`src/rtl/fsk_pkg.sv`:
```
// Shared FSK path definitions: symbol FSM states and default tone/symbol timing.
package fsk_pkg;

    typedef enum logic {
        IDLE = 1'b0,
        SEND = 1'b1
    } state_t;

    localparam int DEF_DIV_MARK  = 4;
    localparam int DEF_DIV_SPACE = 16;
    localparam int DEF_SYM_CLKS  = 64;
    localparam int DEF_CNT_W     = 14;

endpackage

```
`src/rtl/fsk_tone_gen.sv`:
```
// Square-wave tone generator: half-period counter toggling fsk_out, mark/space selected by div_sel.
module fsk_tone_gen
    import fsk_pkg::*;
#(
    parameter int DIV_MARK  = DEF_DIV_MARK,
    parameter int DIV_SPACE = DEF_DIV_SPACE,
    parameter int CNT_W     = DEF_CNT_W
) (
    input  logic clk_in,
    input  logic rst_n,
    input  logic div_sel,
    input  logic restart,
    input  logic enable,
    output logic fsk_out
);

    localparam logic [CNT_W-1:0] HALF_M = CNT_W'(DIV_MARK / 2 - 1);
    localparam logic [CNT_W-1:0] HALF_S = CNT_W'(DIV_SPACE / 2 - 1);

    logic [CNT_W-1:0] tone_cnt;
    logic [CNT_W-1:0] half;

    assign half = div_sel ? HALF_M : HALF_S;

    // A restart only clears the phase counter; a coincident toggle still lands on fsk_out.
    always_ff @(posedge clk_in or negedge rst_n) begin
        if (!rst_n) begin
            tone_cnt <= '0;
            fsk_out  <= 1'b0;
        end else if (!enable) begin
            tone_cnt <= '0;
            fsk_out  <= 1'b0;
        end else begin
            if (tone_cnt == half) begin
                fsk_out  <= ~fsk_out;
                tone_cnt <= '0;
            end else begin
                tone_cnt <= tone_cnt + 1'b1;
            end
            if (restart) tone_cnt <= '0;
        end
    end

endmodule

```
`src/rtl/fsk_mod.sv`:
```
// 2FSK modulator: one-entry bit buffer, symbol-timing FSM and a mark/space tone generator.
module fsk_mod
    import fsk_pkg::*;
#(
    parameter int DIV_MARK  = DEF_DIV_MARK,
    parameter int DIV_SPACE = DEF_DIV_SPACE,
    parameter int SYM_CLKS  = DEF_SYM_CLKS,
    parameter int CNT_W     = DEF_CNT_W
) (
    input  logic clk_in,
    input  logic rst_n,
    input  logic bit_in,
    input  logic bit_valid,
    output logic bit_ready,
    output logic fsk_out,
    output logic sym_strobe,
    output logic busy,
    output logic underrun
);

    localparam logic [CNT_W-1:0] SYM_LAST = CNT_W'(SYM_CLKS - 1);

    state_t           state, state_nxt;
    logic             buf_bit, buf_full, cur_bit;
    logic [CNT_W-1:0] sym_cnt;
    logic             sym_end, load, accept, tone_en;

    assign sym_end = (state == SEND) && (sym_cnt == SYM_LAST);
    assign load    = buf_full && ((state == IDLE) || sym_end);
    assign accept  = bit_valid && !buf_full;
    assign tone_en = (state == SEND) && !(sym_end && !buf_full);

    always_ff @(posedge clk_in or negedge rst_n) begin
        if (!rst_n) state <= IDLE;
        else        state <= state_nxt;
    end

    always_comb begin
        state_nxt = state;
        case (state)
            IDLE:    if (buf_full) state_nxt = SEND;
            SEND:    if (sym_end && !buf_full) state_nxt = IDLE;
            default: state_nxt = IDLE;
        endcase
    end

    always_comb begin
        busy       = (state == SEND);
        sym_strobe = (state == SEND) && (sym_cnt == '0);
        bit_ready  = !buf_full;
    end

    // Load needs a full buffer and accept needs an empty one, so they never share an edge.
    always_ff @(posedge clk_in or negedge rst_n) begin
        if (!rst_n) begin
            buf_full <= 1'b0;
            buf_bit  <= 1'b0;
            cur_bit  <= 1'b0;
            sym_cnt  <= '0;
            underrun <= 1'b0;
        end else begin
            if (load) begin
                buf_full <= 1'b0;
                cur_bit  <= buf_bit;
            end else if (accept) begin
                buf_full <= 1'b1;
                buf_bit  <= bit_in;
            end
            if (load || sym_end)     sym_cnt <= '0;
            else if (state == SEND)  sym_cnt <= sym_cnt + 1'b1;
            underrun <= sym_end && !buf_full;
        end
    end

    fsk_tone_gen #(
        .DIV_MARK  (DIV_MARK),
        .DIV_SPACE (DIV_SPACE),
        .CNT_W     (CNT_W)
    ) u_tone (
        .clk_in  (clk_in),
        .rst_n   (rst_n),
        .div_sel (cur_bit),
        .restart (sym_end),
        .enable  (tone_en),
        .fsk_out (fsk_out)
    );

endmodule

```
`config.mk`:
```
export PLATFORM = sky130hd
export DESIGN_NAME = fsk_mod
export DESIGN_NICKNAME = d
export VERILOG_FILES = /design/src/rtl/fsk_pkg.sv /design/src/rtl/fsk_tone_gen.sv /design/src/rtl/fsk_mod.sv
export SDC_FILE = /design/constraint.sdc
export NUM_CORES = 1
export LEC_CHECK = 0
export CAP_MARGIN = 10
export CORE_AREA = 3 3 70 72
export DETAILED_ROUTE_END_ITERATION = 8
export DIE_AREA = 0 0 73 75
export SLEW_MARGIN = 25
export SYNTH_ARGS = -nofsm -noshare
export SYNTH_HDL_FRONTEND = slang
export SYNTH_SLANG_ARGS = --single-unit
```
`constraint.sdc`:
```
create_clock -name clk_in -period 1.7 [get_ports clk_in]
set_input_delay 0.255 -clock clk_in [delete_from_list [all_inputs] [get_ports clk_in]]
set_output_delay 0.255 -clock clk_in [all_outputs]
set_load 0.02 [all_outputs]
```
Yosys cells after proc, flatten, opt, wreduce, memory -nomap -nowiden. Index checks and enable logic that the tools add are counted.

Add/sub/neg operators: 2. Reductions and logical operators: 14. Equality and inequality tests: 3. Multiplexer cells: 13. Bitwise operators: 3.

Operators with widths (number): two-way mux 14 bit (5); adder 14 x 1 -> 14 bit (second input constant) (2); == test 14 bit (1); == test 14 x 6 -> 1 bit (second input constant) (1); logical NOT 14 bit (1); logical AND 1 bit (6); two-way mux 1 bit (6); nonzero test 2 bit (2); two-way mux 3 bit (1); NOT 1 bit (3); logical NOT 1 bit (2); logical OR 1 bit (2); != test 2 bit (second input constant) (1); case mux 1 bit (2 select lines) (1); AND reduction 2 bit (1).

Register bits after elaboration: 34. Bits of input ports: 4. Output and inout bits: 5.

Depth between registers and ports, before layout.
Word-level depth: 6. Gate-level depth with buffers: 6. Gate-level depth less buffers: 5.

Hierarchy. Synthesis repeated with hierarchy kept, for this count alone.

Cell total of the unflattened synthesis: 175. Area, all modules: 1801.7 um^2.

Modules (own cells, without submodules): fsk_mod (sequential area each 475.5 um^2, times used 1, area each 1023.5 um^2, cells an instance 101); fsk_tone_gen (sequential area each 375.4 um^2, times used 1, area each 778.2 um^2, cells an instance 74).

Least setup slack after synthesis. OpenSTA, ideal clock, no wires.

Kind: register to register. From: reg sym_cnt[6]. To: reg cur_bit. Cell stages (with the launch flop): 5. Path slack: 0.149 ns. Library setup time: 0.127 ns. Arrival time: 1.423 ns. Buffers on the path: 0. Path through: dfrtp_1 nor4_4 a41oi_4 nor2_2 mux2_1.

Word-level cells in the longest chain between the ends: 4.

Ends and longest elaborated chain: from (decl) (line fsk_mod.sv:25) `logic [CNT_W-1:0] sym_cnt;`; from (signal assigned) (line fsk_mod.sv:70) `else if (state == SEND) sym_cnt <= sym_cnt + 1'b1;`; == test 14 x 6 -> 1 bit (line fsk_mod.sv:28) `assign sym_end = (state == SEND) && (sym_cnt == SYM_LAST);`; logical AND 1 bit (line fsk_mod.sv:28); logical OR 1 bit (line fsk_mod.sv:29) `assign load = buf_full && ((state == IDLE) || sym_end);`; logical AND 1 bit (line fsk_mod.sv:29); to (signal assigned) (line fsk_mod.sv:64) `cur_bit <= buf_bit;`; to (decl) (line fsk_mod.sv:24) `logic buf_bit, buf_full, cur_bit;`.

No other way between the ends. A chain may end at the register's enable or synchronous reset.

Worst setup path after layout.
From: reg sym_cnt[9]. To: reg cur_bit.

The elaborated chain is that of the path after synthesis.

==> flow_summary.toml <==
[place]
place_congestion = 0.8709
dp_hpwl_um = 2568
numPortBuffers = 8
postPlaceCellArea_mm2 = 0.002054

[worst_setup_path]
crit_chain = "nor4_4, buf_4, a41oi_4, nor2_2, mux2_4"
slowest_stage = "dfrtp_1"
worst-path-buf-inv = 1
arrival_ns = 1.89
cp-start-kind = "flop"
critPathCaptureType = "flop"
crit_fanout = 8
slowest_delay_ns = 0.41
reg2regPathDepth = 5
cp-startpoint = "sym_cnt[9]"
path_class = "reg -> reg"
r2r-end = "cur_bit"
rrSetupSlack_ns = -0.02
cp.required_ns = 1.87
r2r-start = "sym_cnt[9]"
crit_family = "simple AND/OR/NAND/NOR gates"

[global_routing]
grt_max_degree = 35
grt_antenna_before_repair = 0
track_usage_pct = 15.25
grt_pass1_wl_um = 6410
grt-ovfl-total = 0
grt_pass1_vias = 1381

[routing]
routed_wl_um = 3691
drc = 0
vias = 1384
avgViaCountPerCell = 5.203
dr.first_iter.drc_count = 31
wl_per_cell_um = 13.88
postRouteAntennaNets = 0
drtPass1Iterations = 4

[clock_tree]
cts.reportedPaths.clkPinSlew_ns = 0.07
cts.sinks = 34
cts-buffers-inserted = 5
cts_root_buffer = "clkbuf_8"
cts_tree = "yes"
clockBufferDepth = 2
clock_latency_ns = 0.28
cts_max_level = 2

[synth]
synthMuxAreaShare_pct = 1.257
synth_top_area_share_pct = 47.49
synth_seq_cells = 34
synthArstFlopShare_pct = 100.0
syn_area_per_cell_um2 = 10.01
synth_edf_count = 0
synth_xor_area_share_pct = 9.288
synth_warnings = 0
synth_adder_area_share_pct = 2.793
synth_area_leaders = "dfrtp_1 47%, nor2_1 5.9%, xnor2_1 5.4%"
synthDistinctLibCells = 41
synth_top_family_by_area = "simple AND/OR/NAND/NOR gates"
synth-compound-area-share_pct = 8.310
synth_seq_area_share_pct = 47.49
syn_area_mm2 = 0.001792
syn_inst = 179
yosysTopAreaCell = "dfrtp_1"
syn_nets = 187
synth_simple_gate_area_share_pct = 27.16
ys.flop_type = "dfrtp_1"

[sta]
worst_slack_ns = -0.01891
fmax_mhz = 581.8
finalSetupTns_ns = -0.01891
worst_slew_pin_slew_ns = 0.4292
final_hold_viol_count = 0
skew_ns = 0.007758
fin_crit_sh_pct = 101.1
relSlewSlack_pct = 71.39
whs_ns = 0.3777
finalCriticalPeriod_ns = 1.719
rsz0062_at_grt = "true"
finalMaxSlewViolations = 0
setup_viol = 1

[die]
start_util_pct = 41.15
die_area_mm2 = 0.005475
die_w_um = 73
num_rows = 24
core_area_mm2 = 0.004354
die_h_um = 75
ioPinCount = 9

[outcome]
violations = "setup timing"
outcome = "complete, but fails checks"

[cells_and_area]
antenna_cells = 0
areaGrowthSynthToFinish_pct = 22.77
multi_input_area_um2 = 889.6
fin_nets = 222
stdcell_area_mm2 = 0.002200
layout_common_cells = "33 x dfrtp_1, 27 x nor2_1, 24 x buf_4"
drive_gt1_share_pct = 23.83
post-route-util_pct = 50.52
layout_commonest_cell = "dfrtp_1"
seqCellArea_um2 = 852.1
num-fill-cells = 395

[worst_hold_path]
hp-class = "in -> async"

[power]
leakagePower_uw = 0.0009887
power_density_mw_per_mm2 = 1267
max-vdd-ir-drop_mv = 0.6990

[job]
maxCapViolCount = 0
layer usage:
metal / global-route usage, % / wire length, um
met1: 20.10 / 1820
met2: 23.34 / 1696
met3: 4.005 / 117
met4: 7.377 / 55
met5: 0 / 0
logic make-up (layout without fill, tap and decap cells):
group | count (synthesis) | count (layout)
simple gates | 88 | 88
mux | 2 | 2
buf+inv | 13 | 48
xor+xnor | 19 | 19
fa+ha+maj | 4 | 4
flops | 34 | 34
compound gates | 19 | 19
sequential cells by signal (all words and copies together) (netlist names):
signal and count:
u_tone.fsk_out 1, busy 1, underrun 1, sym_cnt 14
u_tone.tone_cnt 14, buf_full 1, buf_bit 1, cur_bit 1
timing repair:
item	CTS	global route
resized for setup	7	7
endpoints found under the hold margin	0	0
endpoints found under the setup margin	4	15
setup buffers	2	3
hold buffers	0	0
pin swaps	1	7
worst max-delay path by stage:
stage / endpoint / slack (ns) / cells past startpoint
2_1_floorplan: cur_bit / 0.15 / 4
3_3_place_gp: sym_strobe / -0.11 / 4
3_5_place_dp: sym_strobe / -0.13 / 4
4_1_cts: sym_strobe / -0.01 / 4
5_1_grt: cur_bit / -0.07 / 5
6_report: cur_bit / -0.02 / 5
synthesized netlist by cell type, types with 3 or more instances:
master	number
nor2_1	28
o21ai_0	6
xor2_1	8
nand3_1	9
xnor2_1	11
nor3_1	7
nand2_1	11
dfrtp_1	34
nand4_1	9
inv_1	7
a21o_1	3
nor4_1	4
ha_1	4
metrics by stage:
step / instances / total power (uW) / setup WS [ns]
after floorplan: 179 / 1847 / 0.1495
after global routing: 266 / 2998 / -0.07470
after detailed placement: 254 / 2193 / -0.1319
final: 266 / 2787 / -0.01891
after global placement: 254 / 2156 / -0.1069
after CTS: 263 / 2759 / -0.01142
cell type report:
| cell class | count | area share (%) |
|---|---|---|
| clock buffer | 7 | 3.470 |
| inverter | 7 | 1.195 |
| multi-input combinational | 132 | 40.44 |
| sequential | 34 | 38.74 |
| tap | 52 | 2.958 |
| timing repair buffer | 34 | 13.20 |
power by group:
group	leakage [uW]	internal [uW]	total [uW]	switching (uW)
Sequential	0.000437	1020	1240	218
Combinational	0.000513	501	1000	503
Clock	0.0000383	282	549	267
Total	0.000989	1800	2790	988
Note: power is estimated with default switching activity, not from simulation.
